`config.mk`:
```
export PLATFORM = sky130hd
export DESIGN_NAME = retire_counter
export DESIGN_NICKNAME = d
export VERILOG_FILES = /design/src/rtl/pc_sequencer_retire_counter.sv
export SDC_FILE = /design/constraint.sdc
export NUM_CORES = 1
export LEC_CHECK = 0
export ABC_AREA = 1
export CORE_MARGIN = 1.5
export CORE_UTILIZATION = 40
export DETAILED_ROUTE_END_ITERATION = 12
export SLEW_MARGIN = 20
export SYNTH_ARGS = -nofsm -noshare
export SYNTH_HDL_FRONTEND = slang
export SYNTH_SLANG_ARGS = --single-unit
```
`constraint.sdc`:
```
create_clock -name CLK -period 3.24 [get_ports CLK]
set_input_delay 0.648 -clock CLK [delete_from_list [all_inputs] [get_ports CLK]]
set_output_delay 0.648 -clock CLK [all_outputs]
set_load 0.01 [all_outputs]
```
`src/rtl/pc_sequencer_retire_counter.sv`:
```
// Wrapping retired-instruction counter, cleared asynchronously by nRST.
module retire_counter #(
  parameter int WIDTH = 32
) (
  input  logic             CLK,
  input  logic             nRST,
  input  logic             en,
  output logic [WIDTH-1:0] count
);

  always_ff @(posedge CLK or negedge nRST) begin
    if (!nRST) begin
      count <= '0;
    end else if (en) begin
      count <= count + WIDTH'(1);
    end
  end

endmodule

```
Word level (Yosys, flattened, before mapping)
Cells that the tools add are included.
{ "word_totals": {"reg_bits": 32, "in_bits": 3, "output_inout_bits": 32, "elab_cells": 2} }
{ "classes": {"add_sub_neg": 1} }
{ "op_table": {"columns": ["cell", "n"], "rows": [
  ["$add A32 B1 Y32 const B", 1]
]} }

Longest topological paths before layout
{ "depth": {"ltp_word": 1, "depth_mapped": 8, "ltp_nobuf": 8} }

Least setup slack after synthesis
No wires, ideal clock.
{ "synth_path": {"kind": "in2reg", "start": "in en", "end": "reg count[29]", "setup_ns": 0.117, "arrival_time_ns": 1.223, "required_time_ns": 3.123, "slack_ns": 1.900, "path_stages": 7, "path_buffers": 0, "path_cell_list": "inv_2 > nor2_2 > nand3_2 > nor2_4 > nand2_1 > nand2_1 > nand2_1"} }
{ "synth_rtl": {"columns": ["item", "line", "text"], "rows": [
  ["start: declaration", "7", "input logic en,"],
  ["end signal: assignment", "15", "count <= count + WIDTH'(1);"],
  ["end: declaration", "8", "output logic [WIDTH-1:0] count"]
]} }

Final worst setup path
{ "layout_path": {"start": "reg count[24]", "end": "out count[24]"} }
No word-level cell between the ends.

==> flow_summary.ini <==
[run_status]
status = complete, no violations

[power]
p_clk_share_pct = 36.8
p_sw_mw = 0.315
ir_drop_mv = 0.387
combinationalPowerShare_pct = 19.8
p_leak_nw = 0.979
p_int_mw = 0.826
power_frac_seq_pct = 43.4
swShare_pct = 27.6
power_density_nw_per_um2 = 496

[grt]
grt_pass1_wl_um = 6930
grt_max_degree = 33
gr-total-overflow = 0
track_usage_pct = 18.2
antenna_found_initial = 0
grt_pass1_vias = 1448

[clock_tree]
cts_hold_buf = 0
cts_tree = done
cts_root_buffer = clkbuf_8
post-cts-setup-buffers = 0
insertion_delay_ns = 0.28
clock-sinks = 32
cts_buffers = 5
clockBufferDepth = 2
path_clk_slew_ns = 0.07
cts-htree-levels = 2
ctsResizeCount = 0

[layout]
nFillCells = 385
largest_reg_flops = 32
seq_area_um2 = 801
final_cell_mix = nand2_1 (77), clkdlybuf4s50_1 (34), nor2_1 (33), dfrtp_1 (32), inv_1 (21)
final_core_util_pct = 55.9
multi_input_area_um2 = 878
regMostFlops = count
layout.nets = 275
diodes = 0
drive_above_1_share_pct = 9.93
reg.largest.list = count (32)
synthToLayoutAreaGrowth_pct = 30.5
final_common_cell = nand2_1

[logic_synthesis]
synth.top_cell.area_share_pct = 45.5
seq_area_frac_synth_pct = 45.5
ys_seq_elements = 32
yosys.area.top_type = dfrtp_1
synthDistinctLibCells = 17
syn_inst = 229
synth_nets = 233
netlist_area_um2 = 1760
ys_warn_count = 0
synth.avg_cell_area_um2 = 7.69
synthTopCellsByArea = dfrtp_1 (45%), nand2_1 (16%), nor2_1 (7.0%), xor2_1 (5.5%), nand3_1 (5.1%)

[floorplanning]
die_area_um2 = 4810
die_x_um = 69.4
die_y_um = 69.4
start_util_pct = 42.8
core_area_um2 = 4120
rows = 23
io_pins = 35

[critical_path]
critPathBufInv = 1
critPathTopFamily = buffers and inverters
worstRegToRegCells = 8
crit_path_start_kind = flip-flop
r2r-end = count[20]$_DFFE_PN0P_
crit_fanout = 7
critPathLaunch = count[24]$_DFFE_PN0P_
critPathKind = flip-flop to output pin
cp_slowest_stage_delay_ns = 0.58
rrSetupSlack_ns = 1.80
critical_path_arrival_ns = 1.32
cp_slowest_cell = clkdlybuf4s50_1
worstReg2RegStart = count[0]$_DFFE_PN0P_
required_ns = 2.59
crit_chain = clkdlybuf4s50_1
end_kind = output pin

[routing]
dr.pass1.iters = 4
dr_total_vias = 1549
wl_um = 4000
ant_nets = 0
viasPerCell = 4.81
routedWlPerCell_um = 12.4
drc_errors = 0
drt_iter0_drc = 50

[timing]
min_period_ns = 1.96
timing.clock.skew_ns = 0.00358
setup_viol = 0
timing.final.max_slew_violations = 0
slew_headroom_pct = 72.4
hold_viol_final = 0
rsz0062_at_grt = false
fmax_ghz = 0.509
worstMarginPinSlew_ns = 0.414
final.period_utilization_pct = 60.6
setup_tns_ns = 0

[hold_path]
min_from = count[31]$_DFFE_PN0P_
hold_depth = 2
hp-class = flip-flop to flip-flop
hold_path_end = count[31]$_DFFE_PN0P_

[flow_run]
drv_cap = 0

[placed_design]
hpwl_um = 3130
gp_congestion = 0.821
portBuffers = 34
==> cell families after synthesis <==
group                      after synthesis  synth area share [%]
and+or+nand+nor                        157                  40.7
DFF                                     32                  45.5
buffers and inverters                   22                  4.69
xor gates and xnor gates                17                  8.45
adders and majority gates                1                 0.710
==> cells in the mapped netlist (all sizes together) <==
library cell	n
nand3	20
xnor2	6
ha	1
and2	2
nor2	45
nand4	2
xor2	11
nand3b	6
nand2	80
nor3	2
dfrtp	32
inv	22
==> layer usage <==
metal	share of wire [%]	track usage [%]
met5	0	0
met4	1.7	6.54
met3	3.7	4.07
met2	46	27.9
met1	48	25.1
==> power by group through the flow <==
stage	Combinational, mW	Clock, mW	Sequential, mW
after floorplan	0.102	0	0.512
after global placement	0.229	0	0.504
after detailed placement	0.230	0	0.503
after CTS	0.230	0.430	0.495
after global routing	0.249	0.443	0.502
final	0.226	0.420	0.495
==> worst max-delay path by stage <==
stage / to / cells past startpoint
floorplan: count[29]$_DFFE_PN0P_ / 7
global placement: count[29]$_DFFE_PN0P_ / 8
detailed placement: count[29]$_DFFE_PN0P_ / 8
CTS: count[24] / 1
global route: count[24] / 1
finish: count[24] / 1
==> per-stage QoR <==
stage	setup slack [ns]	power [mW]	cells	instance area (um2)	hold WS [ns]
floorplan	1.90	0.614	229	1760	0.352
global placement	1.16	0.733	314	2170	0.492
detailed placement	1.14	0.733	314	2170	0.495
CTS	1.28	1.16	322	2300	0.516
global route	1.23	1.19	322	2300	0.533
finish	1.28	1.14	322	2300	0.504
==> final cells by class <==
class / instances / share of cell area (%)
clock buffers: 7 / 4.19
clock inverters: 1 / 1.31
inverters: 22 / 3.59
multi-input cells: 175 / 38.2
flip-flops and latches: 32 / 34.8
well taps: 50 / 2.72
repair buffers: 35 / 15.1
Power figures use the tool's default switching activity.
